--- config.mk ---
export PLATFORM = sky130hd
export DESIGN_NAME = fb_write_ctrl
export DESIGN_NICKNAME = d
export VERILOG_FILES = /design/src/rtl/fb_write_ctrl.sv
export SDC_FILE = /design/constraint.sdc
export NUM_CORES = 1
export LEC_CHECK = 0
export ABC_CLOCK_PERIOD_IN_PS = 12200
export BUFFER_PORTS_ARGS = -buffer_cell sky130_fd_sc_hd__buf_2
export CAP_MARGIN = 30
export CORE_MARGIN = 2
export CORE_UTILIZATION = 63
export DETAILED_ROUTE_END_ITERATION = 6
export HOLD_SLACK_MARGIN = 0.12
export MAX_ROUTING_LAYER = met4
export PLACE_DENSITY = 0.95
export SYNTH_ARGS = -nofsm -noshare
export SYNTH_HDL_FRONTEND = slang
export SYNTH_SLANG_ARGS = --single-unit
--- constraint.sdc ---
create_clock -name clk -period 12.2 [get_ports clk]
set_input_delay 3.05 -clock clk [delete_from_list [all_inputs] [get_ports clk]]
set_output_delay 3.05 -clock clk [all_outputs]
set_load 0.1 [all_outputs]
--- src/rtl/fb_write_ctrl.sv ---
// Frame-buffer write controller: captures one frame of pixels through a small
// FIFO and issues sequential writes to the frame buffer, one per mem_ack.
module fb_write_ctrl #(
    parameter int          DATA_W     = 16,
    parameter logic [19:0] LAST_ADDR  = 20'h4AFFF,
    parameter int          FIFO_DEPTH = 4
) (
    input  logic              clk,
    input  logic              rst,
    input  logic              start,
    input  logic              abort,
    input  logic              pix_valid,
    input  logic [DATA_W-1:0] pix_data,
    output logic              pix_ready,
    output logic              mem_wr_en,
    output logic [19:0]       mem_addr,
    output logic [DATA_W-1:0] mem_wdata,
    input  logic              mem_ack,
    output logic              busy,
    output logic              frame_done
);

    localparam int PW = $clog2(FIFO_DEPTH);
    localparam int CW = PW + 1;
    localparam logic [CW-1:0] DEPTH_C = CW'(FIFO_DEPTH);

    typedef enum logic [1:0] {
        IDLE   = 2'd0,
        ACTIVE = 2'd1,
        DRAIN  = 2'd2
    } state_t;

    state_t            state_q, state_d;
    logic [DATA_W-1:0] fifo_mem_q [FIFO_DEPTH];
    logic [DATA_W-1:0] fifo_mem_d [FIFO_DEPTH];
    logic [PW-1:0]     wr_ptr_q, wr_ptr_d;
    logic [PW-1:0]     rd_ptr_q, rd_ptr_d;
    logic [CW-1:0]     count_q, count_d;
    logic [19:0]       pix_cnt_q, pix_cnt_d;
    logic [19:0]       wr_addr_q, wr_addr_d;
    logic              frame_done_q, frame_done_d;

    logic push, pop, last_pix, last_wr;

    // Handshakes; abort blocks both sides so its cycle never moves data.
    assign pix_ready  = (state_q == ACTIVE) && (count_q < DEPTH_C) && !abort;
    assign mem_wr_en  = (state_q != IDLE) && (count_q != '0);
    assign mem_addr   = wr_addr_q;
    assign mem_wdata  = fifo_mem_q[rd_ptr_q];
    assign busy       = (state_q != IDLE);
    assign frame_done = frame_done_q;

    assign push     = pix_valid && pix_ready;
    assign pop      = mem_wr_en && mem_ack && !abort;
    assign last_pix = (pix_cnt_q == LAST_ADDR);
    assign last_wr  = (wr_addr_q == LAST_ADDR);

    // Next-state, FIFO bookkeeping and counters.
    always_comb begin
        state_d      = state_q;
        fifo_mem_d   = fifo_mem_q;
        wr_ptr_d     = wr_ptr_q;
        rd_ptr_d     = rd_ptr_q;
        count_d      = count_q;
        pix_cnt_d    = pix_cnt_q;
        wr_addr_d    = wr_addr_q;
        frame_done_d = 1'b0;

        if (abort) begin
            // Cancel wins over everything: flush and rewind without a done pulse.
            state_d   = IDLE;
            wr_ptr_d  = '0;
            rd_ptr_d  = '0;
            count_d   = '0;
            pix_cnt_d = '0;
            wr_addr_d = '0;
        end else begin
            if (push) begin
                fifo_mem_d[wr_ptr_q] = pix_data;
                wr_ptr_d             = wr_ptr_q + PW'(1);
                pix_cnt_d            = last_pix ? '0 : pix_cnt_q + 20'd1;
            end
            if (pop) begin
                rd_ptr_d  = rd_ptr_q + PW'(1);
                wr_addr_d = last_wr ? '0 : wr_addr_q + 20'd1;
            end
            case ({push, pop})
                2'b10:   count_d = count_q + CW'(1);
                2'b01:   count_d = count_q - CW'(1);
                default: count_d = count_q;
            endcase

            case (state_q)
                IDLE: begin
                    if (start) begin
                        state_d   = ACTIVE;
                        pix_cnt_d = '0;
                        wr_addr_d = '0;
                    end
                end
                ACTIVE: begin
                    // Final pixel of the frame accepted: stop taking input.
                    if (push && last_pix) state_d = DRAIN;
                end
                DRAIN: begin
                    state_d = DRAIN;
                end
                default: state_d = IDLE;
            endcase

            // Final write acknowledged: frame complete.
            if (pop && last_wr) begin
                state_d      = IDLE;
                pix_cnt_d    = '0;
                frame_done_d = 1'b1;
            end
        end
    end

    // State and datapath registers with asynchronous reset.
    always_ff @(posedge clk or posedge rst) begin
        if (rst) begin
            state_q      <= IDLE;
            wr_ptr_q     <= '0;
            rd_ptr_q     <= '0;
            count_q      <= '0;
            pix_cnt_q    <= '0;
            wr_addr_q    <= '0;
            frame_done_q <= 1'b0;
            for (int i = 0; i < FIFO_DEPTH; i++) fifo_mem_q[i] <= '0;
        end else begin
            state_q      <= state_d;
            wr_ptr_q     <= wr_ptr_d;
            rd_ptr_q     <= rd_ptr_d;
            count_q      <= count_d;
            pix_cnt_q    <= pix_cnt_d;
            wr_addr_q    <= wr_addr_d;
            frame_done_q <= frame_done_d;
            for (int i = 0; i < FIFO_DEPTH; i++) fifo_mem_q[i] <= fifo_mem_d[i];
        end
    end

endmodule

==> After elaboration in Yosys (flattened, before gate mapping) <==
Index checks and enable logic that the tools add are counted.
Widths: inputs -> output; s select.
{ "op_classes": {"n_lt_le_gt_ge": 4, "n_eq_ne": 8, "add_sub_neg": 6, "reduce_logical": 18, "n_bitwise": 3, "muxes": 30} }
{ "ops": {"columns": ["operator", "n"], "rows": [
  ["$mux 20", 11],
  ["$bwmux 64", 1],
  ["$mux 16", 3],
  ["$add 20x1->20 const B", 2],
  ["$eq 20x19->1 const B", 2],
  ["$bmux 16 s2", 1],
  ["$demux 16 s2", 1],
  ["$mux 2", 8],
  ["$logic_and 1x1->1", 9],
  ["$ge 3x3->1 const B", 2],
  ["$not 2->3", 2],
  ["$pmux 2 s3", 1],
  ["$pmux 3 s2", 1],
  ["$reduce_bool 2->1", 3],
  ["$reduce_bool 3->1", 2],
  ["$add 2x1->2 const B", 2],
  ["$eq 2x1->1 const B", 2],
  ["$eq 2x2->1 const B", 2],
  ["$ne 4x2->1 const B", 1],
  ["$ne 4x4->1 const B", 1],
  ["$reduce_and 2->1", 2],
  ["$add 3x1->3 const B", 1],
  ["$lt 3x1->1 const B", 1],
  ["$lt 3x3->1 const B", 1],
  ["other kinds (6)", 7]
]} }
{ "totals": {"inputBits": 22, "register_bits": 114, "output_inout_bits": 40, "wordCells": 80} }

==> Depth between registers and ports, before layout <==
Gate-level depths: netlist of the first run.
{ "depth": {"depth_word": 9, "depth_mapped": 11} }

==> Least setup slack after synthesis of the first run <==
OpenSTA, ideal clock, no wires.
{ "synth_path": {"path_type": "input to output", "start": "in abort", "end": "out pix_ready", "stages": 1, "path_buffers": 0, "arrival_ps": 5295, "setup_slack_ps": 3855, "path_cell_list": "nor3b_1"} }
{ "synth_between": {"elab_chain_len": 2} }
{ "synth_rtl": {"columns": ["element", "line", "source"], "rows": [
  ["from (decl)", "11", "input logic abort,"],
  ["$logic_not 1->1", "46", "assign pix_ready = (state_q == ACTIVE) && (count_q < DEPTH_C) && !abort;"],
  ["$logic_and 1x1->1", "46", null],
  ["to (decl)", "14", "output logic pix_ready,"]
]} }
Every way passes these cells.

==> Worst setup path after layout of the first run <==
Ends and elaborated chain as after synthesis.

==> results by group, run 1 <==
Floorplanning
  • Die extent in y: 97.35 µm
  • Initial Utilization: 63.89%
  • IO Count: 62
  • Die footprint: 0.009477 mm²
  • Cell row count: 34
  • Core area: 0.008593 mm²
  • Die width: 97.35 µm

Logic synthesis
  • Ranking of synthesized cells by area: dfrtp_1 52%, mux2_2 13%, mux4_2 6.6%
  • Synth unique cells: 48
  • Synth Area in Adders: 2.188%
  • Post-synth EDFFs: 0
  • Most common cell in the synthesized netlist: dfrtp_1
  • Mux cell area share after synthesis: 20.49%
  • Largest family of logic cells by synthesized area: multiplexers
  • Fraction of registers with async set/reset: 100.0%
  • Syn Area/Cell: 12.83 µm²
  • Top_reg_cell synth: dfrtp_1
  • Net Count, Synth: 459
  • Compound-Gate Fraction of Synth Area: 1.641%
  • Mapped Cells: 428
  • Mapped Area: 0.005490 mm²
  • XOR/XNOR share of the synthesized area: 6.381%
  • Warnings from Yosys: 0
  • Seq cells post-synth: 114
  • Post-synthesis sequential area ratio: 51.96%
  • Largest area contributor in the netlist: dfrtp_1
  • Post-synth top area share: 51.96%
  • Top cells by count, synth: 114 x dfrtp_1, 63 x mux2_2, 51 x nor2_1
  • Simple-gate share of the synthesized area: 14.79%

Drt
  • DRC viols: 0
  • Drt total wl: 11120 µm
  • Vias/cell: 5.987
  • Wl on met1: 4815 µm
  • Routed Antenna Nets: 0
  • Iteration-0 DRC Markers: 119
  • Met2 Wirelength: 5738 µm
  • DR WL/cell: 18.10 µm
  • Via count: 3676
  • Top routing layer used: met4
  • Met3 WL post-DR: 391 µm
  • Drt first pass iters: 4

Power
  • Power density over the cells: 211.0 mW/mm²
  • Peak VDD IR: 0.0001934 V
  • Int Pwr: 806.0 µW
  • Clock share of power: 32.3%
  • Comb power frac: 32.8%
  • Part of the power in registers: 35.0%
  • Tot Pwr: 1347 µW
  • Leak: 0.003023 µW
  • Switching Fraction: 40.18%
  • Net Switching: 541.4 µW

STA
  • Fin crit period: 7016 ps
  • Final hold violation count: 0
  • Max Clock Skew: 10.54 ps
  • Least-Margin Pin Slew: 856.5 ps
  • Total negative setup slack: 0 ps
  • # setup viols final: 0
  • Highest Clock Rate: 142.5 MHz
  • Max-slew violations: 0
  • Fin crit share: 57.51%
  • RSZ-0062 raised after global routing: false
  • Max transition margin: 42.90%

Worst setup path
  • Cell depth of the worst flop-to-flop path: 7
  • Crit start category: input port
  • R2R setup slack: 9540 ps
  • CP max-delay cell: buf_2
  • CP Max Fanout: 15
  • Worst path arrival time: 3970 ps
  • Most Frequent Cell on Critical Path: buf_2
  • Required time worst endpoint: 9150 ps
  • Crit-path max cell delay: 470 ps
  • Cell family with the largest share of critical-path delay: buffers and inverters
  • Buf/Inv on CP: 2
  • Reg2Reg Launch Point: state_q[0]
  • Critical path type: in -> out
  • CP endpoint kind: output port
  • RR Endpoint: mem_addr[12]
  • Worst-path cell chain: buf_2 > nor3b_1 > buf_2

Placement
  • HPWL after DPL: 7151 µm
  • IO Port Bufs: 61
  • Routability congestion estimate: 0.8526

CTS
  • CTS tree: yes
  • Post-CTS Hold Fix Bufs: 0
  • Clock Latency Late Sink: 520 ps
  • CTS Buf Count: 17
  • CTS HTree Levels: 4
  • CTS resizes: 0
  • CTS Sinks: 114
  • Root buffer cell: clkbuf_8
  • Clock-pin transition on the worst setup and hold timing paths: 60 ps
  • Setup bufs post-CTS: 0
  • CTS Buffer Depth: 2

Layout
  • Register area: 0.002853 mm²
  • Antenna cells: 0
  • Footprint of the multi-input gates: 0.002497 mm²
  • Fill count: 529
  • Share of layout cells above drive strength 1: 37.75%
  • Nets: 524
  • Area Overhead vs Synth: 16.32%

GRT
  • Vias in the first global route: 3826
  • Overall routing resource usage: 25.84%
  • GR Overflow Total: 0
  • Largest net degree at the start of global routing: 65
  • First-pass GRT wire length: 18840 µm
  • Initial antenna violation count: 0

Outcome
  • Run status: complete, no violations

Min path
  • Hold Path Depth: 1
  • Hold path endpoint: fifo_mem_q[6]
  • Hold_sp: fifo_mem_q[6]
  • Hold Path Class: reg -> reg

Run
  • Max-cap violations: 0
[final cells by class]
| type | instances | area share, % |
|---|---|---|
| clock buffers | 17 | 6.485 |
| clock inverters | 15 | 1.724 |
| repair buffers | 63 | 5.329 |
| well taps | 108 | 2.116 |
| multi-input cells | 288 | 39.11 |
| inverters | 9 | 0.5682 |
| flip-flops and latches | 114 | 44.67 |
[kinds of logic (layout without fill, tap and decap cells)]
family	after synthesis	after routing
AND/OR/NAND/NOR	142	142
flip-flops	114	114
multiplexers	84	84
XOR/XNOR	40	40
buffers and inverters	26	104
AO/OA/AOI/OAI	13	13
adder cells (fa/ha/maj)	9	9
[stage by stage]
step / hold slack, ps / utilization (%) / cell area [µm²] / cells / setup WS, ps
floorplan: 473.8 / - / 5490 / 428 / 3855
global placement: 480.8 / 67.89 / 5834 / 581 / 5214
detailed placement: 488.4 / 68.21 / 5862 / 582 / 5189
CTS: 501.4 / 74.32 / 6386 / 614 / 5182
global route: 516.0 / 74.32 / 6386 / 614 / 5126
finish: 502.2 / 74.32 / 6386 / 614 / 5184
[power groups by stage]
stage | clock network, µW | registers [µW] | logic (µW)
floorplan | 0 | 465 | 388
global placement | 0 | 470 | 429
detailed placement | 0 | 478 | 441
CTS | 438 | 472 | 445
global route | 457 | 479 | 461
finish | 435 | 471 | 441
[cells in the final DEF (no fill, tap or decap), types with 2 or more instances in the layout]
cell,n
a211oi_1,3
a21oi_1,3
and2_1,4
and3_1,7
and4_1,4
buf_2,61
clkbuf_16,16
clkinv_2,5
clkinv_4,4
clkinvlp_4,2
dfrtp_1,114
ha_1,8
inv_1,8
inv_6,4
mux2_2,63
mux2i_1,4
mux4_2,16
nand2_1,15
nand2_2,4
nand3_1,15
nand4_1,10
nand4bb_1,2
nor2_1,51
nor3_1,6
nor3b_1,3
nor4_1,3
nor4_4,2
nor4b_1,2
o21ai_0,3
or3_1,2
xnor2_1,15
xor2_1,25
[state kept, by name, summed over array words and instances, names as in the netlist]
name,count
fifo_mem_q,64
mem_addr,20
pix_cnt_q,20
count_q,3
rd_ptr_q,2
state_q,2
wr_ptr_q,2
frame_done,1
[layer usage]
metal,global-route usage [%],vias to the layer above
met3,5.396,15
met1,32.72,1907
met5,-,-
met4,8.654,0
li1,-,1665
met2,42.25,89
[worst max path at each step]
stage / from / endpoint / slack, ps / cells after the start
floorplan: abort / pix_ready / 3860 / 1
global placement: abort / pix_ready / 5210 / 3
detailed placement: abort / pix_ready / 5190 / 3
CTS: abort / pix_ready / 5180 / 3
global route: abort / pix_ready / 5130 / 3
finish: abort / pix_ready / 5180 / 3
No activity file was read; power rests on OpenSTA's default activity.
==> run 2: changes to the inputs <==
ABC_CLOCK_PERIOD_IN_PS = 6340   (was 12200)
CORE_UTILIZATION = 53   (was 63)
PLACE_DENSITY = 0.87   (was 0.95)
clock period = 6.34 ns   (was 12.2 ns; I/O delays follow)
==> run 2 against run 1 <==
Net effect:
- flip-flop and latch count stayed put
- sequential share of layout area is 1.1 points lower
- final area is 2.6% higher
- highest routed layer unchanged
- largest power group is now the clock network
- core utilization is 10 points lower
- final cell count is 4.6% higher
- non-clock buffer count stayed put
- largest cell class unchanged
- clock skew is 2.0 ps lower
- global-route usage is 3.7 points lower
- routed wire length is 2.5% higher
- worst hold slack worse by 1.5 ps
==> results by group, run 2 (synthesized netlist as in run 1, its figures left out) <==
Drt
  • Iteration-0 DRC Markers: 281 (+140%)
  • Vias/cell: 5.715 (-4.5%)
  • Routed Antenna Nets: 0 (unchanged)
  • Top routing layer used: met4
  • DR WL/cell: 17.75 µm (-2.0%)
  • Met2 Wirelength: 5840 µm (+1.8%)
  • Wl on met1: 4968 µm (+3.2%)
  • DRC viols: 0 (unchanged)
  • Via count: 3669 (-0.19%)
  • Met3 WL post-DR: 485 µm (+24%)
  • Drt total wl: 11400 µm (+2.5%)
  • Drt first pass iters: 4 (unchanged)

Worst setup path
  • CP Max Fanout: 15 (unchanged)
  • CP endpoint kind: output port
  • Worst path arrival time: 2490 ps (-1480 ps)
  • R2R setup slack: 3720 ps (-5820 ps)
  • Critical path type: in -> out
  • RR Endpoint: mem_addr[14]
  • Reg2Reg Launch Point: state_q[1]
  • Crit start category: input port
  • Cell depth of the worst flop-to-flop path: 7 (unchanged)
  • Required time worst endpoint: 4760 ps (-4390 ps)

Layout
  • Area Overhead vs Synth: 19.30%
  • Final instance area: 0.006550 mm² (+2.6%)
  • Commonest cells after routing, fill and taps aside: 114 x dfrtp_1, 63 x mux2_2, 61 x buf_2
  • Nets: 524 (unchanged)
  • Antenna cells: 0 (unchanged)
  • Biggest register: fifo_mem_q
  • Commonest non-fill, non-tap cell in the layout: dfrtp_1
  • Share of layout cells above drive strength 1: 37.15% (-0.59 points)
  • Largest register FFs: 64 (unchanged)

Floorplanning
  • Core area: 0.01018 mm² (+19%)
  • Die extent in y: 105.8 µm (+8.7%)
  • Cell row count: 37 (+8.8%)
  • Initial Utilization: 53.91% (-10 points)
  • IO Count: 62 (unchanged)
  • Die width: 105.8 µm (+8.7%)
  • Die footprint: 0.01119 mm² (+18%)

GRT
  • GR Overflow Total: 0 (unchanged)
  • Vias in the first global route: 3783 (-1.1%)
  • Overall routing resource usage: 22.13% (-3.7 points)
  • First-pass GRT wire length: 18660 µm (-0.95%)
  • Initial antenna violation count: 0 (unchanged)
  • Largest net degree at the start of global routing: 60 (-7.7%)

CTS
  • Post-CTS Hold Fix Bufs: 0 (unchanged)
  • CTS Buf Count: 17 (unchanged)
  • CTS resizes: 0 (unchanged)
  • Clock-pin transition on the worst setup and hold timing paths: 60 ps (about the same)
  • Clock Latency Late Sink: 510 ps (about the same)
  • Root buffer cell: clkbuf_8
  • CTS HTree Levels: 4 (unchanged)
  • Setup bufs post-CTS: 0 (unchanged)
  • CTS Buffer Depth: 2 (unchanged)
  • CTS Sinks: 114 (unchanged)
  • CTS tree: yes

Min path
  • Hold Path Depth: 1 (unchanged)
  • Hold Path Class: reg -> reg
  • Hold_sp: fifo_mem_q[29]
  • Hold path endpoint: fifo_mem_q[29]

STA
  • Fin crit period: 4077 ps
  • Fin crit share: 64.31%
  • Least-Margin Pin Slew: 866.2 ps (+9.667 ps)
  • Max Clock Skew: 8.575 ps (-1.969 ps)
  • Final hold violation count: 0 (unchanged)
  • Highest Clock Rate: 245.3 MHz
  • RSZ-0062 raised after global routing: false
  • Total negative setup slack: 0 ps (unchanged)
  • # setup viols final: 0 (unchanged)
  • Max transition margin: 42.26% (-0.64 points)
  • Max-slew violations: 0 (unchanged)

Power
  • Leak: 0.003086 µW (+2.1%)
  • Tot Pwr: 2830 µW (+110%)
  • Peak VDD IR: 0.0002632 V (+36%)
  • Power density over the cells: 432.1 mW/mm² (+100%)

Placement
  • Placed inst area: 0.005884 mm² (+0.38%)
  • IO Port Bufs: 61 (unchanged)
  • Routability congestion estimate: 0.8143 (-4.5%)
  • HPWL after DPL: 7080 µm (-0.99%)

Outcome
  • Run status: complete, no violations

Run
  • Max-cap violations: 0 (unchanged)
==> run 2: changes by cell type in the layout (fill, tap and decap cells not counted), sizes merged <==
| cell | change |
|---|---|
| clkinvlp | -2 |
| inv | -3 |
| clkinv | -7 |
| bufinv | +6 |
| clkbuf | +6 |
==> run 2: area by class of cell <==
type | instances | area [µm²]
flip-flops and latches | 114 | 2853
fillers | 731 | 3635
clock inverters | 9 | 198.9
multi-input cells | 288 | 2497
clock buffers | 23 | 466.7
well taps | 136 | 170.2
repair buffers | 63 | 327.8
inverters | 9 | 36.28
==> run 2: per-stage QoR <==
stage          worst slack, ps  util [%]  std cells  hold slack (ps)
4_1_cts                   2254     64.31        642            501.9
3_5_place_dp              2263     57.78        610            489.1
3_3_place_gp              2281     57.63        609            480.9
6_report                  2263     64.31        642            500.7
2_1_floorplan            925.0         -        428            473.8
5_1_grt                   2199     64.31        642            506.3
==> run 2: layer usage <==
| layer | track usage [%] | up-vias |
|---|---|---|
| met1 | 28.59 | 1896 |
| met5 | - | - |
| met4 | 6.579 | 0 |
| met3 | 5.875 | 12 |
| met2 | 34.70 | 105 |
| li1 | - | 1656 |
==> run 2: worst max path at each step <==
stage | cells after the start | start | endpoint
after global placement | 3 | abort | pix_ready
after global routing | 3 | abort | pix_ready
after CTS | 3 | abort | pix_ready
after detailed placement | 3 | abort | pix_ready
after floorplan | 1 | abort | pix_ready
final | 3 | abort | pix_ready
==> run 2: where the power goes <==
part,switching (µW),internal (µW)
combinational,626,225
sequential,63.5,844
clock,323,749
total,1010,1820
==> run 2: critical path: stages <==
cell and delay (ps):
buf_2 200, nor3b_1 240, buf_2 460
